### src/rtl/fp32_pkg.sv
// fp32_pkg: shared binary32 field widths, special encodings, flag
// indices, packed {sign, exp, frac} view and a 24-bit leading-zero count.
package fp32_pkg;

    localparam int SIGN_W = 1;
    localparam int EXP_W  = 8;
    localparam int FRAC_W = 23;
    localparam int BIAS   = 127;

    localparam logic [31:0] QNAN    = 32'h7FC0_0000;
    localparam logic [31:0] POS_INF = 32'h7F80_0000;

    localparam int FLAG_INVALID   = 3;
    localparam int FLAG_OVERFLOW  = 2;
    localparam int FLAG_UNDERFLOW = 1;
    localparam int FLAG_INEXACT   = 0;

    typedef struct packed {
        logic [SIGN_W-1:0] sign;
        logic [EXP_W-1:0]  exp;
        logic [FRAC_W-1:0] frac;
    } fp32_t;

    // Returns 24 for an all-zero input.
    function automatic logic [4:0] lzc24(input logic [23:0] v);
        logic [4:0] n;
        logic       hit;
        n   = 5'd0;
        hit = 1'b0;
        for (int i = 23; i >= 0; i--) begin
            if (!hit) begin
                if (v[i]) hit = 1'b1;
                else      n   = n + 5'd1;
            end
        end
        return n;
    endfunction

endpackage

### src/rtl/fp32_round.sv
// fp32_round: round-to-nearest-even packer for a normalised product.
// Ports: i_sign, i_exp (signed biased exponent), i_mant {m[23:0],G,R,S};
//        o_res (packed binary32), o_ovf, o_unf, o_inx.
module fp32_round
    import fp32_pkg::*;
(
    input  logic              i_sign,
    input  logic signed [9:0] i_exp,
    input  logic [26:0]       i_mant,
    output fp32_t             o_res,
    output logic              o_ovf,
    output logic              o_unf,
    output logic              o_inx
);

    logic              w_tiny;
    logic signed [9:0] w_amt_raw;
    logic [4:0]        w_amt;
    logic [26:0]       w_mask;
    logic [26:0]       w_sh;
    logic [23:0]       w_m;
    logic              w_g;
    logic              w_r;
    logic              w_s;
    logic              w_up;
    logic [24:0]       w_sum;
    logic signed [9:0] w_exp_r;
    logic              w_grs;

    // Tininess is judged on the exponent before rounding.
    assign w_tiny    = (i_exp <= 10'sd0);
    assign w_amt_raw = 10'sd1 - i_exp;

    // Past 26 every significant bit is already in sticky.
    assign w_amt = !w_tiny              ? 5'd0  :
                   (w_amt_raw > 10'sd26) ? 5'd26 :
                   w_amt_raw[4:0];

    assign w_mask = ~(27'h7FF_FFFF << w_amt);
    assign w_sh   = i_mant >> w_amt;

    assign w_m = w_sh[26:3];
    assign w_g = w_sh[2];
    assign w_r = w_sh[1];
    assign w_s = w_sh[0] | (|(i_mant & w_mask));

    assign w_up  = w_g & (w_r | w_s | w_m[0]);
    assign w_sum = {1'b0, w_m} + {24'd0, w_up};

    assign w_exp_r = i_exp + $signed({9'd0, w_sum[24]});
    assign w_grs   = w_g | w_r | w_s;

    assign o_ovf = ~w_tiny & (w_exp_r >= 10'sd255);
    assign o_inx = w_grs | o_ovf;
    assign o_unf = w_tiny & o_inx;

    always_comb begin
        o_res      = '0;
        o_res.sign = i_sign;
        if (o_ovf) begin
            o_res.exp  = 8'hFF;
            o_res.frac = '0;
        end else if (w_tiny) begin
            // Rounding out of the top subnormal lands on exp field 1.
            o_res.exp  = {7'd0, w_sum[23]};
            o_res.frac = w_sum[22:0];
        end else begin
            o_res.exp  = w_exp_r[7:0];
            o_res.frac = w_sum[24] ? w_sum[23:1] : w_sum[22:0];
        end
    end

endmodule

### src/rtl/fp32_multi.sv
// fp32_multi: combinational binary32 multiplier with sticky exception flags.
// Ports: clk, reset (sync, active-high), a, b -> op (a*b), flags
//        {invalid, overflow, underflow, inexact}, sticky_flags (registered).
module fp32_multi
    import fp32_pkg::*;
(
    input  logic        clk,
    input  logic        reset,
    input  logic [31:0] a,
    input  logic [31:0] b,
    output logic [31:0] op,
    output logic [3:0]  flags,
    output logic [3:0]  sticky_flags
);

    logic              w_sign;
    logic [7:0]        w_ea;
    logic [7:0]        w_eb;
    logic [22:0]       w_fa;
    logic [22:0]       w_fb;
    logic              w_a_nan;
    logic              w_b_nan;
    logic              w_a_snan;
    logic              w_b_snan;
    logic              w_a_inf;
    logic              w_b_inf;
    logic              w_a_zero;
    logic              w_b_zero;
    logic [23:0]       w_ma_raw;
    logic [23:0]       w_mb_raw;
    logic [4:0]        w_lza;
    logic [4:0]        w_lzb;
    logic [23:0]       w_ma;
    logic [23:0]       w_mb;
    logic signed [9:0] w_exa;
    logic signed [9:0] w_exb;
    logic [47:0]       w_prod;
    logic signed [9:0] w_exp;
    logic [26:0]       w_rmant;
    fp32_t             w_rres;
    logic              w_rovf;
    logic              w_runf;
    logic              w_rinx;
    logic [31:0]       w_op;
    logic [3:0]        w_flags;
    logic [3:0]        r_sticky;

    assign w_sign = a[31] ^ b[31];
    assign w_ea   = a[30:23];
    assign w_eb   = b[30:23];
    assign w_fa   = a[22:0];
    assign w_fb   = b[22:0];

    assign w_a_nan  = (w_ea == 8'hFF) && (w_fa != 23'd0);
    assign w_b_nan  = (w_eb == 8'hFF) && (w_fb != 23'd0);
    assign w_a_snan = w_a_nan & ~w_fa[22];
    assign w_b_snan = w_b_nan & ~w_fb[22];
    assign w_a_inf  = (w_ea == 8'hFF) && (w_fa == 23'd0);
    assign w_b_inf  = (w_eb == 8'hFF) && (w_fb == 23'd0);
    assign w_a_zero = (w_ea == 8'h00) && (w_fa == 23'd0);
    assign w_b_zero = (w_eb == 8'h00) && (w_fb == 23'd0);

    // Hidden bit only for normals; subnormals are left-justified here
    // so the product always lies in [2^46, 2^48).
    assign w_ma_raw = {|w_ea, w_fa};
    assign w_mb_raw = {|w_eb, w_fb};
    assign w_lza    = lzc24(w_ma_raw);
    assign w_lzb    = lzc24(w_mb_raw);
    assign w_ma     = w_ma_raw << w_lza;
    assign w_mb     = w_mb_raw << w_lzb;

    assign w_exa = $signed({2'b00, (w_ea == 8'd0) ? 8'd1 : w_ea})
                 - $signed({5'd0, w_lza});
    assign w_exb = $signed({2'b00, (w_eb == 8'd0) ? 8'd1 : w_eb})
                 - $signed({5'd0, w_lzb});

    assign w_prod = {24'd0, w_ma} * {24'd0, w_mb};

    assign w_exp = w_exa + w_exb - 10'(BIAS)
                 + $signed({9'd0, w_prod[47]});

    assign w_rmant = w_prod[47]
        ? {w_prod[47:24], w_prod[23], w_prod[22], |w_prod[21:0]}
        : {w_prod[46:23], w_prod[22], w_prod[21], |w_prod[20:0]};

    fp32_round u_round (
        .i_sign (w_sign),
        .i_exp  (w_exp),
        .i_mant (w_rmant),
        .o_res  (w_rres),
        .o_ovf  (w_rovf),
        .o_unf  (w_runf),
        .o_inx  (w_rinx)
    );

    always_comb begin
        w_op    = w_rres;
        w_flags = 4'd0;
        if (w_a_nan || w_b_nan) begin
            w_op                  = QNAN;
            w_flags[FLAG_INVALID] = w_a_snan | w_b_snan;
        end else if ((w_a_inf && w_b_zero) || (w_a_zero && w_b_inf)) begin
            w_op                  = QNAN;
            w_flags[FLAG_INVALID] = 1'b1;
        end else if (w_a_inf || w_b_inf) begin
            w_op = {w_sign, POS_INF[30:0]};
        end else if (w_a_zero || w_b_zero) begin
            w_op = {w_sign, 31'd0};
        end else begin
            w_flags[FLAG_OVERFLOW]  = w_rovf;
            w_flags[FLAG_UNDERFLOW] = w_runf;
            w_flags[FLAG_INEXACT]   = w_rinx;
        end
    end

    always_ff @(posedge clk) begin
        if (reset) r_sticky <= 4'd0;
        else       r_sticky <= r_sticky | w_flags;
    end

    assign op           = w_op;
    assign flags        = w_flags;
    assign sticky_flags = r_sticky;

endmodule

### config.mk
export PLATFORM = sky130hd
export DESIGN_NAME = fp32_multi
export DESIGN_NICKNAME = d
export VERILOG_FILES = /design/src/rtl/fp32_pkg.sv /design/src/rtl/fp32_round.sv /design/src/rtl/fp32_multi.sv
export SDC_FILE = /design/constraint.sdc
export NUM_CORES = 2
export LEC_CHECK = 0
export ABC_AREA = 1
export CAP_MARGIN = 20
export CORE_UTILIZATION = 40
export CTS_BUF_LIST = sky130_fd_sc_hd__clkbuf_2
export DETAILED_ROUTE_END_ITERATION = 10
export PLACE_DENSITY = 0.57
export SKIP_CTS_REPAIR_TIMING = 1
export SLEW_MARGIN = 20
export SYNTH_ARGS = -nofsm -noshare
export SYNTH_HDL_FRONTEND = slang
export SYNTH_SLANG_ARGS = --single-unit
### constraint.sdc
create_clock -name clk -period 47.5 [get_ports clk]
set_input_delay 4.75 -clock clk [delete_from_list [all_inputs] [get_ports clk]]
set_output_delay 4.75 -clock clk [all_outputs]
set_load 0.02 [all_outputs]
Yosys cells after proc, flatten, opt, wreduce, memory -nomap -nowiden. Cells that the tools add are included.

Add/subtract/negate cells: 54. Multiply operators: 1. Order comparisons: 3. Equality and inequality tests: 2. Shift-type cells: 4. Mux-type cells: 202. Bitwise operators: 19. Reductions and logical operators: 23.

Operators by type and width (count): $mux 5 (94); $add 5x1->5 const B (46); $mux 31 (4); $mux 1 (94); $mux 32 (2); $mul 24x24->48 (1); $shl 24x5->24 (2); $logic_not 23->1 (2); $reduce_bool 23->1 (2); $and 27x27->27 (1); $mux 27 (1); $not 27->27 (1); $reduce_or 27->1 (1); $shl 27x5->27 const A (1); $shr 27x5->27 (1); $add 24x1->25 (1); $mux 23 (1); $reduce_or 22->1 (1); $reduce_or 21->1 (1); $add 10x2->10 (2); $sub 8x5->9 (2); $eq 8x8->1 const B (2); $logic_not 8->1 (2); $mux 8 (2); 15 further kinds (41).

Bits in registers: 4.

Logic depth before layout (Yosys ltp).
Depth in word-level cells: 98. Depth in mapped cells: 170. Mapped depth without buffers: 166.

Modules after synthesis. From an unflattened synthesis, not the netlist that was laid out.

Cell total of the unflattened synthesis: 4881. Area, all modules: 32705.1 µm².

By module, submodules not included: fp32_multi (times used 1, cells an instance 4184, area each 29144.2 µm², seq. area each 80.1 µm²); fp32_round (times used 1, cells an instance 697, area each 3560.9 µm², seq. area each 0.0 µm²).

Worst setup path after synthesis. Ideal clock, no wire load.

Kind: input to output. From: in a[23]. To: out op[12]. Arrival time: 27251 ps. Slack: 15499 ps. Stages on the path: 145. Buffers on the path: 6. Cells stage by stage: nor2_2 nand2_2 nor2_4 nand2_1 inv_1 ha_1 inv_1 a21oi_2 ha_1 inv_1 nor2_1 o21ai_0 nand3_1 a21boi_0 o21ai_0 inv_1 ha_1 nand2_1 (+109 left out) nor2_4 nand3_1 nor3_2 ha_1 nand3_1 nor2_1 nand3_1 xor2_1 inv_1 o41ai_1 nand2_1 nor2_1 inv_1 nand2_1 nor2_1 clkbuf_1 nand2_1 nor2_1.

Cells in the longest elaborated chain, start to end: 96.

Ends and longest elaborated chain: start: declaration (RTL line fp32_multi.sv:9) `input logic [31:0] a,`; branches (longest 95 deep; another with $add 5x1->5); $mux 32 (*) (RTL line fp32_multi.sv:99) `if (w_a_nan || w_b_nan) begin`; end: declaration (RTL line fp32_multi.sv:11) `output logic [31:0] op,`.

Every way passes the cells marked *.

Worst setup path in the final report.
From: in b[24]. To: out op[5].

Cells in the longest elaborated chain, start to end: 96.

Ends and longest elaborated chain: start: declaration (RTL line fp32_multi.sv:10) `input logic [31:0] b,`; branches (longest 95 deep; another with $add 5x1->5); $mux 32 (*) (RTL line fp32_multi.sv:99).

Marked as above.

==> metrics.cfg <==
[run_status]
status = finished clean

[clock_tree]
clkSinkCount = 4
cts_buffers = 3
root_buffer = clkbuf_2
cts_buffer_depth = 2
clkLatencyLatePin_ps = 210
path_clk_slew_ps = 50
cts_tree = yes
ctsHtreeMaxLevel = 1

[sta]
hold_violations = 0
slew_viol_final = 0
slew_headroom_pct = 40.71
setup_tns_ps = 0
finalCritPeriodShare_pct = 78.54
fin_crit_ps = 37300
tightest_slew_ps = 887.3
setup_viol = 0
rsz0062_at_grt = false
clock.fmax_mhz = 26.81
skew_ps = 0
fin_ws_ps = 10200

[worst_setup_path]
reg2reg_depth = 2
r2r-end = sticky_flags[1]$_SDFF_PP0_
worst-endpoint-arrival_ps = 32550
slowest_delay_ps = 780
cpMaxStageDelayCell = clkinv_1
required_ps = 42750
path_class = in2out
end_kind = output pin
worstSetupStartpointType = input pin
r2r_start = sticky_flags[1]$_SDFF_PP0_
path_max_fanout = 36
r2r_setup_slack_ps = 46940
crit_top_cell = nand2_1

[final_layout]
fin_cells = 5473
final_common_cell = nand2_1
drive_gt1_share_pct = 7.416
layout_common_cells = 1152 x nand2_1, 906 x inv_1, 485 x fa_1, 457 x nor2_1, 249 x ha_1
areaGrowthSynthToFinish_pct = 4.983
largest_reg_flops = 4
nNetsFinal = 5306
final_util_pct = 42.66
n_antenna_cell = 0

[route]
ant_nets = 0
drc_errors = 0
wl_per_cell_um = 17.55
dr.pass1.iters = 6
drt-total-wl_um = 96040
drtIter0Drc = 1978
via_count = 28150
avgViaCountPerCell = 5.143

[global_route]
first_global_vias = 28140
grt_max_degree = 42
antenna_found_initial = 0
track_usage_pct = 25.17
grt_overflow = 0
grt_pass1_wl_um = 154700

[synthesis]
ys.flop_type = dfxtp_1
ys_seq_area_share_pct = 0.2629
yosys_warnings = 0
mappedNetlistArea_sq_um = 30460
syn_inst = 4513
synth_cell_types = 74
synth_area_per_cell_sq_um = 6.748
synth_edf_count = 0
synth_seq_cells = 4
async_flop_share_pct = 0
synth_fp_nets = 5313

[floorplan]
dieArea_sq_um = 77250
die_w_um = 277.9
core_sq_um = 74950
start_util_pct = 40.64
std_cell_rows = 100
die_h_um = 277.9
io_pins = 106

[place]
dp_hpwl_um = 78410
portBuffers = 105
dp_cells = 5470
pre_cts_ws_ps = 10190
routabilityCongestion = 0.9297

[hold_path]
min_to = sticky_flags[2]$_SDFF_PP0_
min_from = sticky_flags[2]$_SDFF_PP0_
hold_depth = 2
holdCritPathClass = reg2reg

[run]
cap_violations = 0

-- cells by family after synthesis --
kind of cell / Yosys count / share of synthesized area, %
buf+inv: 1139 / 15.54
simple gates: 2083 / 30.37
xor+xnor: 104 / 2.991
compound gates: 445 / 8.590
mux: 4 / 0.1315
flops: 4 / 0.2629
fa+ha+maj: 734 / 42.11
-- worst max-delay path by stage --
stage               endpoint  cells after the start  slack, ps  start
global placement       op[5]                    144      10730  b[24]
CTS                    op[5]                    149      10110  a[24]
floorplan             op[12]                    145      15500  a[23]
global route           op[5]                    147       7340  a[24]
finish                 op[5]                    143      10200  b[24]
detailed placement     op[3]                    149      10190  a[24]
-- layout make-up --
class                      instances  area, sq um
fill                            8027        42970
tap                              969         1212
multi-input combinational       3370        25650
clock buffer                       3        15.01
sequential                         4        80.08
timing repair buffer             132         1254
inverter                         995         3762
-- through the flow --
stage	instance area [sq um]	hold WS, ps
3_5_place_dp	31950	443.0
4_1_cts	31970	451.8
3_3_place_gp	31950	440.4
2_1_floorplan	30460	520.3
6_report	31970	447.1
5_1_grt	31970	486.0
-- critical path: cells and delay by family --
| kind | cells | cell delay (ps) |
|---|---|---|
| buffers and inverters | 25 | 4100 |
| AND/OR/NAND/NOR | 65 | 9800 |
| adder cells (fa/ha/maj) | 26 | 9220 |
| multiplexers | 1 | 270 |
| AO/OA/AOI/OAI | 23 | 3620 |
| XOR/XNOR | 3 | 650 |
-- layer usage --
metal  vias up  GRT usage (%)  part of all wire, %
li1      13610              -                    -
met1     13530          34.35                   44
met2       872          42.42                   46
met3       131          2.476                  6.5
met4         0          6.559                  3.1
met5         -              0                    0
-- cell usage after synthesis (62+ instances only) --
| cell | instances | share of area, % |
|---|---|---|
| xor2_1 | 63 | 1.8 |
| a21oi_1 | 107 | 1.8 |
| buf_2 | 62 | 1.0 |
| nor2_1 | 457 | 5.6 |
| fa_1 | 485 | 32 |
| nand2_1 | 1152 | 14 |
| inv_1 | 906 | 11 |
| nand3_1 | 169 | 2.8 |
| ha_1 | 249 | 10 |
| o21ai_0 | 175 | 2.9 |
| nand2_2 | 64 | 1.3 |
| inv_2 | 75 | 0.92 |
Power is not shown: default switching activity piles up to over one toggle a cycle in this logic, so the estimate is an artifact.
